==> config.mk <==
export PLATFORM = sky130hd
export DESIGN_NAME = rom_access_arbiter_flat
export DESIGN_NICKNAME = d
export VERILOG_FILES = /design/src/rtl/rom_access_arbiter_if.sv /design/src/rtl/rom_access_arbiter.sv /design/src/flat_wrapper.sv
export SDC_FILE = /design/constraint.sdc
export NUM_CORES = 1
export LEC_CHECK = 0
export CAP_MARGIN = 20
export CORE_ASPECT_RATIO = 1.1
export CORE_MARGIN = 8
export CORE_UTILIZATION = 37
export DETAILED_ROUTE_END_ITERATION = 10
export PLACE_DENSITY = 0.8
export REMOVE_ABC_BUFFERS = 1
export SKIP_CTS_REPAIR_TIMING = 1
export SKIP_LAST_GASP = 1
export SYNTH_ARGS = -nofsm -noshare
export SYNTH_HDL_FRONTEND = slang
export SYNTH_SLANG_ARGS = --single-unit
export TNS_END_PERCENT = 30
==> constraint.sdc <==
create_clock -name clk -period 1.95 [get_ports clk]
set_clock_uncertainty 0.1 [all_clocks]
set_input_delay 0.39 -clock clk [delete_from_list [all_inputs] [get_ports clk]]
set_output_delay 0.39 -clock clk [all_outputs]
set_load 0.02 [all_outputs]
==> src/rtl/rom_access_arbiter_if.sv <==
// Bus bundle between the CPU pipeline (IF and MEM requesters), the ROM
// access arbiter and the combinational program ROM.
//   slave  : arbiter side
//   master : pipeline + ROM side (drives requests and ROM return data)
interface rom_access_arbiter_if;
    logic        if_req;
    logic [31:0] if_addr;
    logic        if_gnt;
    logic        if_rvalid;
    logic        if_fault;
    logic        mem_req;
    logic [31:0] mem_addr;
    logic        mem_gnt;
    logic        mem_rvalid;
    logic        mem_fault;
    logic [31:0] rdata;
    logic [31:0] rom_addr;
    logic [31:0] rom_data;
    logic        rom_accessable;

    modport slave (
        input  if_req, if_addr, mem_req, mem_addr, rom_data, rom_accessable,
        output if_gnt, if_rvalid, if_fault, mem_gnt, mem_rvalid, mem_fault,
               rdata, rom_addr
    );

    modport master (
        output if_req, if_addr, mem_req, mem_addr, rom_data, rom_accessable,
        input  if_gnt, if_rvalid, if_fault, mem_gnt, mem_rvalid, mem_fault,
               rdata, rom_addr
    );
endinterface

==> src/rtl/rom_access_arbiter.sv <==
// rom_access_arbiter: shares one combinational program ROM between the
// instruction-fetch (IF) and MEM requesters. Each access runs
// IDLE -> ACCESS (WAIT_STATES extra cycles) -> RESP -> IDLE.
// MEM wins conflicts unless IF has lost STARVE_LIMIT conflicts in a row.
// Optional feature macro: ROM_ARB_STATS_EN adds saturating 16-bit grant and
// conflict counters as extra output ports.
module rom_access_arbiter #(
    parameter int STARVE_LIMIT = 4,
    parameter int WAIT_STATES  = 0
) (
    input  logic                 clk,
    input  logic                 reset,
    rom_access_arbiter_if.slave  bus
`ifdef ROM_ARB_STATS_EN
    ,
    output logic [15:0]          stat_if_grants,
    output logic [15:0]          stat_mem_grants,
    output logic [15:0]          stat_conflicts
`endif
);

    typedef enum logic [1:0] {IDLE, ACCESS, RESP} state_t;
    typedef enum logic {OWN_IF, OWN_MEM} owner_t;

    localparam logic [3:0] LIMIT = 4'(STARVE_LIMIT);
    localparam logic [2:0] WAITS = 3'(WAIT_STATES);

    state_t      state_q, state_d;
    owner_t      owner_q, owner_d;
    logic [2:0]  wcnt_q, wcnt_d;
    logic [3:0]  starve_q, starve_d;
    logic [31:0] rom_addr_q, rom_addr_d;
    logic [31:0] rdata_q, rdata_d;
    logic        fault_q, fault_d;
    logic        if_win, mem_win, conflict;

    // Arbitration in IDLE, wait-state sequencing in ACCESS, data capture at end of ACCESS
    always_comb begin
        state_d    = state_q;
        owner_d    = owner_q;
        wcnt_d     = wcnt_q;
        starve_d   = starve_q;
        rom_addr_d = rom_addr_q;
        rdata_d    = rdata_q;
        fault_d    = fault_q;
        if_win     = 1'b0;
        mem_win    = 1'b0;
        conflict   = 1'b0;
        case (state_q)
            IDLE: begin
                conflict = bus.if_req && bus.mem_req;
                if (bus.if_req && (!bus.mem_req || starve_q == LIMIT)) begin
                    if_win = 1'b1;
                end else if (bus.mem_req) begin
                    mem_win = 1'b1;
                end
                if (if_win) begin
                    owner_d    = OWN_IF;
                    rom_addr_d = bus.if_addr;
                    starve_d   = 4'd0;
                end else if (mem_win) begin
                    owner_d    = OWN_MEM;
                    rom_addr_d = bus.mem_addr;
                    // IF just lost a conflict; the count saturates at the limit
                    if (conflict && starve_q != LIMIT) begin
                        starve_d = starve_q + 4'd1;
                    end
                end
                if (if_win || mem_win) begin
                    wcnt_d  = WAITS;
                    state_d = ACCESS;
                end
            end
            ACCESS: begin
                if (wcnt_q != 3'd0) begin
                    wcnt_d = wcnt_q - 3'd1;
                end else begin
                    rdata_d = bus.rom_accessable ? bus.rom_data : 32'd0;
                    fault_d = ~bus.rom_accessable;
                    state_d = RESP;
                end
            end
            RESP:    state_d = IDLE;
            default: state_d = IDLE;
        endcase
    end

    // State and datapath registers; reset drops any transaction in flight
    always_ff @(posedge clk) begin
        if (reset) begin
            state_q    <= IDLE;
            owner_q    <= OWN_IF;
            wcnt_q     <= 3'd0;
            starve_q   <= 4'd0;
            rom_addr_q <= 32'd0;
            rdata_q    <= 32'd0;
            fault_q    <= 1'b0;
        end else begin
            state_q    <= state_d;
            owner_q    <= owner_d;
            wcnt_q     <= wcnt_d;
            starve_q   <= starve_d;
            rom_addr_q <= rom_addr_d;
            rdata_q    <= rdata_d;
            fault_q    <= fault_d;
        end
    end

    // Grants are combinational in IDLE; responses go to the owner during RESP
    always_comb begin
        bus.if_gnt     = if_win  && !reset;
        bus.mem_gnt    = mem_win && !reset;
        bus.if_rvalid  = (state_q == RESP) && (owner_q == OWN_IF)  && !reset;
        bus.mem_rvalid = (state_q == RESP) && (owner_q == OWN_MEM) && !reset;
        bus.if_fault   = bus.if_rvalid  && fault_q;
        bus.mem_fault  = bus.mem_rvalid && fault_q;
        bus.rdata      = rdata_q;
        bus.rom_addr   = rom_addr_q;
    end

`ifdef ROM_ARB_STATS_EN
    logic [15:0] stat_if_q, stat_if_d;
    logic [15:0] stat_mem_q, stat_mem_d;
    logic [15:0] stat_cf_q, stat_cf_d;

    // Saturating usage counters
    always_comb begin
        stat_if_d  = stat_if_q;
        stat_mem_d = stat_mem_q;
        stat_cf_d  = stat_cf_q;
        if (if_win && stat_if_q != 16'hFFFF)    stat_if_d  = stat_if_q + 16'd1;
        if (mem_win && stat_mem_q != 16'hFFFF)  stat_mem_d = stat_mem_q + 16'd1;
        if (conflict && stat_cf_q != 16'hFFFF)  stat_cf_d  = stat_cf_q + 16'd1;
    end

    // Counter registers
    always_ff @(posedge clk) begin
        if (reset) begin
            stat_if_q  <= 16'd0;
            stat_mem_q <= 16'd0;
            stat_cf_q  <= 16'd0;
        end else begin
            stat_if_q  <= stat_if_d;
            stat_mem_q <= stat_mem_d;
            stat_cf_q  <= stat_cf_d;
        end
    end

    assign stat_if_grants  = stat_if_q;
    assign stat_mem_grants = stat_mem_q;
    assign stat_conflicts  = stat_cf_q;
`endif

endmodule

==> src/flat_wrapper.sv <==
// flat-port wrapper written by rule: the top's interface ports become plain ports
module rom_access_arbiter_flat 
#(
    parameter int STARVE_LIMIT = 4,
    parameter int WAIT_STATES  = 0
)
  (clk, reset, bus_if_req, bus_if_addr, bus_mem_req, bus_mem_addr, bus_rom_data, bus_rom_accessable, bus_if_gnt, bus_if_rvalid, bus_if_fault, bus_mem_gnt, bus_mem_rvalid, bus_mem_fault, bus_rdata, bus_rom_addr);
  rom_access_arbiter_if bus_i ();
  input  logic clk;
  input  logic reset;
  input wire logic [$bits(bus_i.if_req)-1:0] bus_if_req;
  input wire logic [$bits(bus_i.if_addr)-1:0] bus_if_addr;
  input wire logic [$bits(bus_i.mem_req)-1:0] bus_mem_req;
  input wire logic [$bits(bus_i.mem_addr)-1:0] bus_mem_addr;
  input wire logic [$bits(bus_i.rom_data)-1:0] bus_rom_data;
  input wire logic [$bits(bus_i.rom_accessable)-1:0] bus_rom_accessable;
  output wire logic [$bits(bus_i.if_gnt)-1:0] bus_if_gnt;
  output wire logic [$bits(bus_i.if_rvalid)-1:0] bus_if_rvalid;
  output wire logic [$bits(bus_i.if_fault)-1:0] bus_if_fault;
  output wire logic [$bits(bus_i.mem_gnt)-1:0] bus_mem_gnt;
  output wire logic [$bits(bus_i.mem_rvalid)-1:0] bus_mem_rvalid;
  output wire logic [$bits(bus_i.mem_fault)-1:0] bus_mem_fault;
  output wire logic [$bits(bus_i.rdata)-1:0] bus_rdata;
  output wire logic [$bits(bus_i.rom_addr)-1:0] bus_rom_addr;
  assign bus_i.if_req = bus_if_req;
  assign bus_i.if_addr = bus_if_addr;
  assign bus_i.mem_req = bus_mem_req;
  assign bus_i.mem_addr = bus_mem_addr;
  assign bus_i.rom_data = bus_rom_data;
  assign bus_i.rom_accessable = bus_rom_accessable;
  assign bus_if_gnt = bus_i.if_gnt;
  assign bus_if_rvalid = bus_i.if_rvalid;
  assign bus_if_fault = bus_i.if_fault;
  assign bus_mem_gnt = bus_i.mem_gnt;
  assign bus_mem_rvalid = bus_i.mem_rvalid;
  assign bus_mem_fault = bus_i.mem_fault;
  assign bus_rdata = bus_i.rdata;
  assign bus_rom_addr = bus_i.rom_addr;
  rom_access_arbiter #(.STARVE_LIMIT(STARVE_LIMIT), .WAIT_STATES(WAIT_STATES)) u_core (.clk(clk), .reset(reset), .bus(bus_i));
endmodule
==> metrics.cfg, run 1 <==
[power]
power.density_mw_per_mm2=789
ir_worst_vdd_mv=0.450
p_leak_nw=2.07
power_frac_seq=0.404
switchingPower_mw=1.14
switching_share=0.270
p_int_mw=3.08
comb_power_share=0.250
power_frac_clock=0.346

[critical_path]
critPathMaxFanout=3
required_ns=1.46
cp-start-kind=flip-flop
slowest_delay_ns=0.66
crit_type=reg2out
cp_cell_sequence=nor4b_2 > clkdlybuf4s50_1
cp-end-kind=output pin
cp_data_arrival_time_ns=1.62
slowest_stage=clkdlybuf4s50_1

[timing]
fmax_ghz=0.474
hold_viol_final=0
fin_crit_ns=2.11
finalSetupViolCount=3
maxSlewViolCount=0
holdWs_ns=0.330
worstMarginPinSlew_ns=0.418
fin_crit_sh=1.08
relSlewSlack=0.721
timing.final.ws_setup_ns=-0.159
rsz0062_at_grt=true

[die]
dieArea_mm2=0.0118
die_x_um=104
ios=171
coreArea_mm2=0.00836
die_h_um=113
num_rows=35
start_util=0.379

[clock_tree]
cts_tree=yes
clk_pin_slew_worst_paths_ns=0.08
clock_sinks=75
cts_buffer_depth=2
numCtsBuffers=9
cts-root-buf=clkbuf_8
clk_latency_ns=0.33
htreeDepth=3

[yosys]
synth-seq-cells=75
synth_most_common_cell=dfxtp_1
synthFlopType=dfxtp_1
synth_top_area_cell=dfxtp_1
synth.distinct_cells=35
synthCells=396
synth_enable_flop_cells=0
async_flop_share=0
syn_area_mm2=0.00317
synth_top_area_share=0.474
yosysSeqAreaShare=0.474
ys_warn_count=0
yosys-top-cells-count=dfxtp_1 (75), a21oi_1 (72), nand2_1 (71)
synth_area_leaders=dfxtp_1 (47%), a21oi_1 (11%), nand2_1 (8.4%)
syn_area_per_cell_um2=8.01

[grt]
antenna_found_initial=0
grt_pass1_wl_mm=16.7
grt_max_degree=41
grt_pass1_vias=3537
grt_overflow=0
grt_usage=0.168

[drt]
dr.pass1.iters=5
drt_iter0_markers=85
vias=3426
wl_per_cell_um=15.2
wl_mm=10.4
ant_nets=0
vias_per_cell=5.02
drc_errors=0

[final_layout]
diodes=0
final_core_util=0.640
drive_gt1_frac=0.0927
area_growth_pct=68.8
final_nets=672

[flow_run]
max_cap_violations=0

[status]
violations=negative setup slack
status=finished, violations left

[placement]
io_buffers=170
place_hpwl_mm=7.83
routabilityCongestion=0.842

[hold_path]
hold_class=in2reg

flip-flops by register name, summed over array words and instances, names as in the netlist:
| name | flops |
|---|---|
| u_core.wcnt_q | 3 |
| u_core.bus.rom_addr | 32 |
| u_core.starve_q | 4 |
| u_core.owner_q | 1 |
| u_core.state_q | 2 |
| u_core.bus.rdata | 32 |
| u_core.fault_q | 1 |
final cells by class:
type / instances / area, µm²
Multi-Input combinational cell: 281 / 1480
Clock buffer: 10 / 138
Sequential cell: 75 / 1500
Tap cell: 111 / 139
Fill cell: 698 / 3010
Clock inverter: 6 / 113
Timing Repair Buffer: 195 / 1960
Inverter: 5 / 18.8
logic make-up after synthesis:
kind of cell	after synthesis	share of synthesized area
fa+ha+maj	4	0.0158
compound gates	111	0.207
buf+inv	40	0.0643
simple gates	165	0.236
flops	75	0.474
xor+xnor	1	0.00276
layer usage:
layer | track usage | share of wire | vias up
li1 | - | - | 1702
met1 | 0.190 | 0.43 | 1558
met2 | 0.281 | 0.46 | 153
met3 | 0.0699 | 0.095 | 13
met4 | 0.0551 | 0.015 | 0
met5 | 0 | 0 | -
power by group through the flow:
stage               combinational [mW]  sequential (mW)  clock, mW
floorplan                        0.292             1.87          0
CTS                               1.07             1.71       1.50
finish                            1.06             1.71       1.46
detailed placement                1.06             1.74          0
global placement                  1.05             1.74          0
global route                      1.15             1.72       1.57
worst max-delay path: cells and delay by family (launching register included):
kind / cells / cell delay (ns)
buffers and inverters: 1 / 0.66
and+or+nand+nor: 1 / 0.29
DFF: 1 / 0.34
path summary, 6_finish.rpt:
| kind | from | end | slack (ns) | cells past startpoint |
|---|---|---|---|---|
| worst max-delay path | u_core.owner_q | bus_if_rvalid | -0.16 | 2 |
| worst min-delay path | reset | u_core.owner_q | 0.33 | 3 |
| worst min register to register | u_core.bus.rdata[10] | u_core.bus.rdata[10] | 0.35 | 2 |
| worst max register to register | u_core.starve_q[0] | u_core.bus.rom_addr[7] | 0.23 | 7 |
per-stage QoR:
stage	power [mW]	instance area (µm²)	setup slack, ns	cells	TNS, ns
2_1_floorplan	2.16	2990	-0.119	361	-0.329
3_3_place_gp	2.78	5080	-0.395	667	-1.24
3_5_place_dp	2.81	5080	-0.423	667	-2.35
4_1_cts	4.28	5330	-0.615	683	-2.54
5_1_grt	4.43	5350	-0.291	683	-0.863
6_report	4.22	5350	-0.159	683	-0.456
placed cells by master, fill, tap and decap left out, types with 6 or more instances in the layout:
| cell type | instances |
|---|---|
| nand3_1 | 39 |
| clkdlybuf4s50_1 | 164 |
| a211oi_1 | 33 |
| clkbuf_8 | 10 |
| nand2_1 | 71 |
| a21oi_1 | 72 |
| dfxtp_1 | 75 |
| nor2_1 | 35 |
| buf_12 | 6 |
| buf_4 | 19 |
No activity file was read; power rests on OpenSTA's default activity.
==> run 2: changes to the inputs <==
Settings changed: DONT_BUFFER_PORTS set to 1, PLACE_DENSITY 0.8 to 0.54.
==> run 2 against run 1 <==
Net effect:
- the run still ends with negative setup slack left
- sequential cell count stayed put
- setup slack improved by 0.15 ns
- die area stayed put
- cell count decreased by 27%
- via count is 20% lower
- sequential share of layout area up 15 points
- utilization down 22 points
- total power down 21%
- worst hold slack worse by 0.31 ns
- clock-buffer cell count did not move
- critical path type unchanged
- critical endpoint is now bus_mem_gnt
- largest power group unchanged
- highest routed layer unchanged
==> metrics.cfg, run 2 (synthesized netlist as in run 1, its figures left out) <==
[grt]
grt_max_degree=80  ; +95%
grt_pass1_wl_mm=14.0  ; -16%
antenna_found_initial=0  ; unchanged
grt_pass1_vias=2771  ; -22%
grt_overflow=0  ; unchanged
grt_usage=0.145  ; -0.0237

[clock_tree]
cts_buffer_depth=2  ; unchanged
cts_tree=yes
htreeDepth=3  ; unchanged
clk_latency_ns=0.33  ; about the same
numCtsBuffers=9  ; unchanged
clock_sinks=75  ; unchanged
clk_pin_slew_worst_paths_ns=0.08  ; about the same
cts-root-buf=clkbuf_8

[critical_path]
crit_type=reg2out
critPathMaxFanout=5  ; +2
cp-start-kind=flip-flop
cp-end-kind=output pin
cp_data_arrival_time_ns=1.46  ; -0.16 ns
required_ns=1.46  ; about the same
r2r_slack_ns=0.31  ; +0.08 ns

[drt]
ant_nets=0  ; unchanged
vias_per_cell=5.45  ; +8.7%
drt_iter0_markers=107  ; +26%
drc_errors=0  ; unchanged
wl_per_cell_um=18.6  ; +23%
vias=2738  ; -20%
wl_mm=9.36  ; -9.9%
dr.pass1.iters=4  ; -1

[die]
die_h_um=113  ; unchanged
ios=171  ; unchanged
coreArea_mm2=0.00836  ; unchanged
dieArea_mm2=0.0118  ; unchanged
start_util=0.379  ; unchanged
num_rows=35  ; unchanged
die_x_um=104  ; unchanged

[final_layout]
diodes=0  ; unchanged
final_nets=492  ; -27%
area_growth_pct=11.2
final_common_cell=dfxtp_1
drive_gt1_frac=0.118  ; +0.0250
fillCellCount=856  ; +23%
final_cell_mix=dfxtp_1 (73), nand2_1 (71), a21oi_1 (71)

[timing]
holdWs_ns=0.0228  ; -0.307 ns
maxSlewViolCount=0  ; unchanged
fin_crit_ns=1.95  ; -0.155 ns
finalSetupViolCount=1  ; -2
worstMarginPinSlew_ns=0.682  ; +0.264 ns
hold_viol_final=0  ; unchanged
rsz0062_at_grt=true
relSlewSlack=0.544  ; -0.177
timing.final.ws_setup_ns=-0.00466  ; +0.155 ns
fmax_ghz=0.512  ; +7.9%
fin_crit_sh=1.00  ; -0.0793

[status]
violations=negative setup slack
status=finished, violations left

[power]
switching_share=0.310  ; +0.0399
power_frac_seq=0.558  ; +0.154
comb_power_share=0.130  ; -0.120
p_leak_nw=1.28  ; -38%
ir_worst_vdd_mv=0.413  ; -8.2%
p_int_mw=2.31  ; -25%
switchingPower_mw=1.04  ; -9.1%
power.density_mw_per_mm2=949  ; +20%
power_frac_clock=0.311  ; -0.035

[placement]
io_buffers=0  ; -100%
post-place-ws_ns=0.192  ; +0.614 ns
place_hpwl_mm=6.15  ; -21%
routabilityCongestion=0.777  ; -7.7%

[hold_path]
hold_class=in2reg

[flow_run]
max_cap_violations=0  ; unchanged

==> run 2: cell count changes in the layout (fill, tap and decap cells not counted), moves of 3 or more <==
| cell | previous run | this run |
|---|---|---|
| clkdlybuf4s50_1 | 164 | 0 |
| bufinv_16 | 3 | 0 |
| dlymetal6s2s_1 | 4 | 0 |
| buf_4 | 19 | 7 |
| dlygate4sd3_1 | 0 | 4 |
==> run 2: routing by layer <==
metal,vias to the layer above,GRT usage,share of wire
met3,16,0.0841,0.13
li1,1337,-,-
met5,-,0,0
met4,0,0.0647,0.020
met1,1239,0.159,0.42
met2,146,0.221,0.42
==> run 2: final timing paths <==
kind,startpoint,to,depth (start not counted)
worst min register to register,u_core.wcnt_q[1],u_core.wcnt_q[1],2
worst max-delay path,u_core.starve_q[0],bus_mem_gnt,7
worst min-delay path,reset,u_core.bus.rom_addr[17],1
worst max register to register,u_core.starve_q[0],u_core.bus.rom_addr[24],7
==> run 2: per-stage QoR <==
step                       util  cell area [µm²]  cells  setup TNS, ns  power [mW]
final                     0.422             3530    502       -0.00466        3.34
after global routing      0.422             3530    502         -0.277        3.53
after CTS                 0.409             3420    497         -0.692        3.38
after detailed placement  0.388             3250    482              0        2.32
after global placement    0.388             3250    482              0        2.31
after floorplan               -             2990    361         -0.329        2.16
==> run 2: area by class of cell <==
cell class / instances / area (µm²) / share of cell area
Clock buffer: 10 / 138 / 0.0390
Clock inverter: 5 / 30.0 / 0.00852
Inverter: 5 / 21.3 / 0.00603
Multi-Input combinational cell: 281 / 1520 / 0.431
Sequential cell: 75 / 1510 / 0.427
Tap cell: 111 / 139 / 0.0394
Timing Repair Buffer: 15 / 173 / 0.0490
==> run 2: critical path: stages, from the launching register on <==
cell and delay [ns]:
dfxtp_4 0.37, inv_4 0.05, ha_4 0.13, nand3b_4 0.09, a21bo_4 0.22, nand3_2 0.07, nor2_1 0.04, buf_4 0.14
==> run 2: power groups by stage <==
stage / Sequential, mW / Clock [mW] / Combinational (mW)
finish: 1.87 / 1.04 / 0.436
global route: 1.88 / 1.16 / 0.493
CTS: 1.87 / 1.10 / 0.412
detailed placement: 1.91 / 0 / 0.411
global placement: 1.91 / 0 / 0.402
floorplan: 1.87 / 0 / 0.292
